**src/rtl/vector_pkg.sv**
```systemverilog
// Shared types and default sizes for the vector memory reader.
package vector_pkg;

    localparam int unsigned ADDRESSWIDTH_DEF = 10;
    localparam int unsigned DATAWIDTH_DEF    = 20;

    typedef enum logic [2:0] {
        StIdle,
        StRead,
        StWait,
        StPresent,
        StDone
    } state_e;

endpackage

```
**src/rtl/vector_reader.sv**
```systemverilog
// Streams count_end entries from a synchronous vector RAM to the line drawer via valid/ready.
// Define VECTOR_READER_LOOP_EN to replay the same pass continuously until abort.
module vector_reader
    import vector_pkg::*;
#(
    parameter int unsigned ADDRESSWIDTH = ADDRESSWIDTH_DEF,
    parameter int unsigned DATAWIDTH    = DATAWIDTH_DEF
) (
    input  logic                    clk,
    input  logic                    rst_n,
    input  logic                    start,
    input  logic                    abort,
    input  logic [ADDRESSWIDTH-1:0] count_end,
    output logic [ADDRESSWIDTH-1:0] mem_adr,
    output logic                    mem_rd,
    input  logic [DATAWIDTH-1:0]    mem_data,
    output logic [DATAWIDTH-1:0]    vec_data,
    output logic                    vec_valid,
    input  logic                    vec_ready,
    output logic                    busy,
    output logic                    done
);

    state_e                  state_q;
    logic [ADDRESSWIDTH-1:0] ptr_q;
    logic [ADDRESSWIDTH-1:0] end_q;
    logic [DATAWIDTH-1:0]    vec_data_q;
    logic                    vec_valid_q;
    logic                    mem_rd_q;
    logic                    busy_q;
    logic                    done_q;

    // One extra bit so the last-entry compare cannot alias through a wrap.
    logic [ADDRESSWIDTH:0] ptr_inc;
    assign ptr_inc = {1'b0, ptr_q} + {{ADDRESSWIDTH{1'b0}}, 1'b1};

    always_ff @(posedge clk or negedge rst_n) begin
        if (!rst_n) begin
            state_q     <= StIdle;
            ptr_q       <= '0;
            end_q       <= '0;
            vec_data_q  <= '0;
            vec_valid_q <= 1'b0;
            mem_rd_q    <= 1'b0;
            busy_q      <= 1'b0;
            done_q      <= 1'b0;
        end else if (abort && (state_q != StIdle)) begin
            state_q     <= StIdle;
            vec_valid_q <= 1'b0;
            mem_rd_q    <= 1'b0;
            busy_q      <= 1'b0;
            done_q      <= 1'b0;
        end else begin
            unique case (state_q)
                StIdle: begin
                    if (start) begin
                        end_q  <= count_end;
                        ptr_q  <= '0;
                        busy_q <= 1'b1;
                        if (count_end != '0) begin
                            state_q  <= StRead;
                            mem_rd_q <= 1'b1;
                        end else begin
                            state_q <= StDone;
                            done_q  <= 1'b1;
                        end
                    end
                end
                StRead: begin
                    mem_rd_q <= 1'b0;
                    state_q  <= StWait;
                end
                StWait: begin
                    vec_data_q  <= mem_data;
                    vec_valid_q <= 1'b1;
                    state_q     <= StPresent;
                end
                StPresent: begin
                    if (vec_ready) begin
                        vec_valid_q <= 1'b0;
                        if (ptr_inc == {1'b0, end_q}) begin
                            state_q <= StDone;
                            done_q  <= 1'b1;
                        end else begin
                            ptr_q    <= ptr_inc[ADDRESSWIDTH-1:0];
                            state_q  <= StRead;
                            mem_rd_q <= 1'b1;
                        end
                    end
                end
                StDone: begin
                    done_q <= 1'b0;
`ifdef VECTOR_READER_LOOP_EN
                    // An empty pass has nothing to replay.
                    if (end_q != '0) begin
                        ptr_q    <= '0;
                        state_q  <= StRead;
                        mem_rd_q <= 1'b1;
                    end else begin
                        state_q <= StIdle;
                        busy_q  <= 1'b0;
                    end
`else
                    state_q <= StIdle;
                    busy_q  <= 1'b0;
`endif
                end
                default: begin
                    state_q <= StIdle;
                    busy_q  <= 1'b0;
                end
            endcase
        end
    end

    assign mem_adr   = ptr_q;
    assign mem_rd    = mem_rd_q;
    assign vec_data  = vec_data_q;
    assign vec_valid = vec_valid_q;
    assign busy      = busy_q;
    assign done      = done_q;

endmodule

```
**config.mk**
```make
export PLATFORM = sky130hd
export DESIGN_NAME = vector_reader
export DESIGN_NICKNAME = d
export VERILOG_FILES = /design/src/rtl/vector_pkg.sv /design/src/rtl/vector_reader.sv
export SDC_FILE = /design/constraint.sdc
export NUM_CORES = 1
export LEC_CHECK = 0
export ABC_AREA = 1
export CAP_MARGIN = 10
export CORE_MARGIN = 10
export CORE_UTILIZATION = 40
export DETAILED_ROUTE_END_ITERATION = 8
export PLACE_DENSITY = 0.7
export SYNTH_ARGS = -nofsm -noshare
export SYNTH_HDL_FRONTEND = slang
export SYNTH_SLANG_ARGS = --single-unit
```
**constraint.sdc**
```tcl
create_clock -name clk -period 2.4 [get_ports clk]
set_input_delay 0.48 -clock clk [delete_from_list [all_inputs] [get_ports clk]]
set_output_delay 0.48 -clock clk [all_outputs]
set_load 0.01 [all_outputs]
```
==> flow_summary_export.csv <==
group,metric,value,unit
outcome,outcome,"finished clean",
min_path,hold_path_class,"in -> async",
timing,fmax,472.4,MHz
synthesis,syn_inst,316,
cts,cts_setup_buffers,0,
floorplanning,floorplan.initialDensity,40.90,%
global_route,grt_pass1_wl,11500,µm
timing,period_share,88.21,%
synthesis,synthTopCellsByArea,"dfrtp_1, nand2_1, mux2_2, nand3_1, inv_1",
floorplanning,die-area,10070,µm²
timing,tns,0,ns
final_layout,layout_commonest_cell,"nand2_1",
final_layout,layout.nets,427,
global_route,grt_usage,13.82,%
cts,clockBufferDepth,2,
timing,fin_crit,2.117,ns
final_layout,final_cell_mix,"nand2_1, clkdlybuf4s50_1, dfrtp_1, nand3_1, inv_1",
detailed_routing,first_pass_iters,5,
cts,holdBufCountCts,0,
final_layout,final_util,54.86,%
worst_setup_path,crit_path_frequent_cell,"nand2_1",
floorplanning,io_pins,69,
cts,cts_sinks,47,
cts,cts_made_buffers,5,
worst_setup_path,path_cells,"ha_1, nand2_2, inv_1, nor2_1, nand2_1, nand2_1, nand4_1, nor3_4, nand4_4, nand2_4, nand2_1, nand2_1",
timing,rsz0062_at_grt,"false",
global_route,grt_pass1_vias,2451,
place,gp_congestion,0.8857,
timing,finalSetupViolations,0,
floorplanning,die-width,100.4,µm
worst_setup_path,cp.arrival,2.37,ns
synthesis,syn-cell-area,2582,µm²
worst_setup_path,cp_top_family,"simple AND/OR/NAND/NOR gates",
synthesis,netlist.area_leader.share,45.54,%
final_layout,drive_gt1_share,13.78,%
floorplanning,rows,29,
global_route,antenna_found_initial,0,
cts,htree_num_levels,2,
timing,final_max_slew_viol_count,0,
power_and_ir_drop,peakVddDrop,0.0006021,V
final_layout,syn2layout_area_growth,34.11,%
worst_setup_path,ff2ff_path_depth,12,
synthesis,synth_nets,352,
synthesis,synth_seq_cells,47,
worst_setup_path,rrSetupSlack,0.28,ns
floorplanning,die_y,100.4,µm
global_route,grt_max_degree,48,
detailed_routing,wl_per_cell,14.38,µm
cts,clk_pin_slew,0.10,ns
cts,cts_tree,"done",
synthesis,seq_area_frac_synth,45.54,%
timing,hold_violations,0,
detailed_routing,detail_route.vias_per_cell,5.077,
cts,cts_root_buf,"clkbuf_8",
detailed_routing,drc,0,
worst_setup_path,crit_cells,12,
timing,slew_headroom,59.26,%
detailed_routing,drt_iter0_markers,128,
worst_setup_path,critical_path_class,"reg -> reg",
final_layout,antennaDiodeCount,0,
detailed_routing,ant_nets,0,
power_and_ir_drop,powerDensity,1021,nW/µm²
place,numPortBuffers,68,
power_and_ir_drop,p_leak,0.001572,µW
global_route,overflow,0,
detailed_routing,num_vias,2381,
timing,worst_pin_slew,0.6110,ns
worst_setup_path,slowest_stage,"dfrtp_1",
flow_run,maxCapViolations,0,
cts,ctsResizeCount,0,
detailed_routing,totalWireLength,6745,µm
worst_setup_path,required,2.65,ns
synthesis,synth_cell_types,31,
worst_setup_path,start_kind,"register",
timing,clock_skew,0.009086,ns
floorplanning,core,6314,µm²
cts,insertion_delay,0.30,ns
worst_setup_path,cp-end-kind,"register",
synthesis,yosysTopAreaCell,"dfrtp_1",
worst_setup_path,critPathMaxFanout,10,
synthesis,synth_area_per_cell,8.172,µm²
worst_setup_path,cp_num_buf_inv,1,
worst_setup_path,slowest_delay,0.44,ns
place,dp_hpwl,5382,µm
synthesis,yosys_warnings,0,
## path summary, 6_finish.rpt
path                                   startpoint                      end
hold reg to reg                mem_rd$_DFFE_PN0P_       mem_rd$_DFFE_PN0P_
setup reg to reg           mem_adr[1]$_DFFE_PN0P_   mem_adr[2]$_DFFE_PN0P_
hold / removal                              rst_n   mem_adr[0]$_DFFE_PN0P_
min in group clk               mem_rd$_DFFE_PN0P_       mem_rd$_DFFE_PN0P_
setup / recovery           mem_adr[1]$_DFFE_PN0P_   mem_adr[2]$_DFFE_PN0P_
max in group asynchronous                   rst_n  vec_data[8]$_DFFE_PN0P_
## report_power, final
group | internal (µW) | switching (µW) | leakage (µW)
Combinational | 859 | 886 | 0.000934
Clock | 211 | 290 | 0.0000489
Sequential | 1100 | 185 | 0.000589
Total | 2170 | 1360 | 0.00157
## state kept, by name (all words and copies together) (netlist names)
name / flops
end_q: 10
vec_valid: 1
done: 1
mem_rd: 1
busy: 1
state_q: 3
vec_data: 20
mem_adr: 10
## cell type report
cell class | count | area [µm²]
fillers | 625 | 2850
clock inverters | 3 | 22.52
clock buffers | 5 | 68.82
well taps | 77 | 96.34
multi-input cells | 231 | 1262
flip-flops and latches | 47 | 1176
repair buffers | 73 | 713.2
inverters | 33 | 123.9
## Yosys cell counts
master and number:
clkbuf_1 4, nand4_4 1, dfrtp_1 47, a21boi_0 1, nor4_1 2, nand2_1 91
clkinv_1 2, ha_1 1, nor3_4 1, nand3_1 38, nand2_4 1, inv_1 30
xnor2_1 1, o21bai_1 2, a21oi_1 3, mux2_2 20, nor3_1 3, o2111a_1 1
nand2_2 10, buf_2 1, xor2_1 1, nor2_4 3, a31oi_1 1, nand3b_1 2
nor2_1 23, nor2_2 2, nor3_2 1, o211ai_1 1, inv_2 1, nand4_1 9
o21ai_0 12
## stage by stage
stage	total power (µW)	worst slack, ns	hold WS [ns]	instance area (µm²)	cells
floorplan	2296	0.5053	0.1844	2582	316
global placement	3025	0.2656	0.4591	3372	461
detailed placement	3061	0.2654	0.4678	3372	461
CTS	3581	0.3091	0.2886	3463	469
global route	3817	0.1258	0.2940	3463	469
finish	3535	0.2830	0.2623	3463	469
## cells by family (layout without fill, tap and decap cells)
| kind of cell | count (synthesis) | count (layout) | share of synthesized area [%] |
|---|---|---|---|
| AOI/OAI and AO/OA | 21 | 21 | 4.748 |
| xor gates and xnor gates | 2 | 2 | 0.6784 |
| adders and majority gates | 1 | 1 | 0.4844 |
| buffers and inverters | 38 | 114 | 5.571 |
| DFF | 47 | 47 | 45.54 |
| muxes | 20 | 20 | 8.721 |
| and+or+nand+nor | 187 | 187 | 34.25 |
## metal layers
metal	part of all wire, %	GRT usage, %	up-vias
met5	0	0	-
met4	0.87	3.261	0
met3	17	8.997	5
met2	44	21.86	99
met1	39	15.13	1090
li1	-	-	1187
## worst register-to-register path, stage by stage, from the launching register on
cell	delay, ns
dfrtp_1	0.44
ha_1	0.23
nand2_2	0.15
inv_1	0.10
nor2_1	0.14
nand2_1	0.07
nand2_1	0.09
nand4_1	0.16
nor3_4	0.20
nand4_4	0.18
nand2_4	0.16
nand2_1	0.07
nand2_1	0.06
Note: power is estimated with default switching activity, not from simulation.
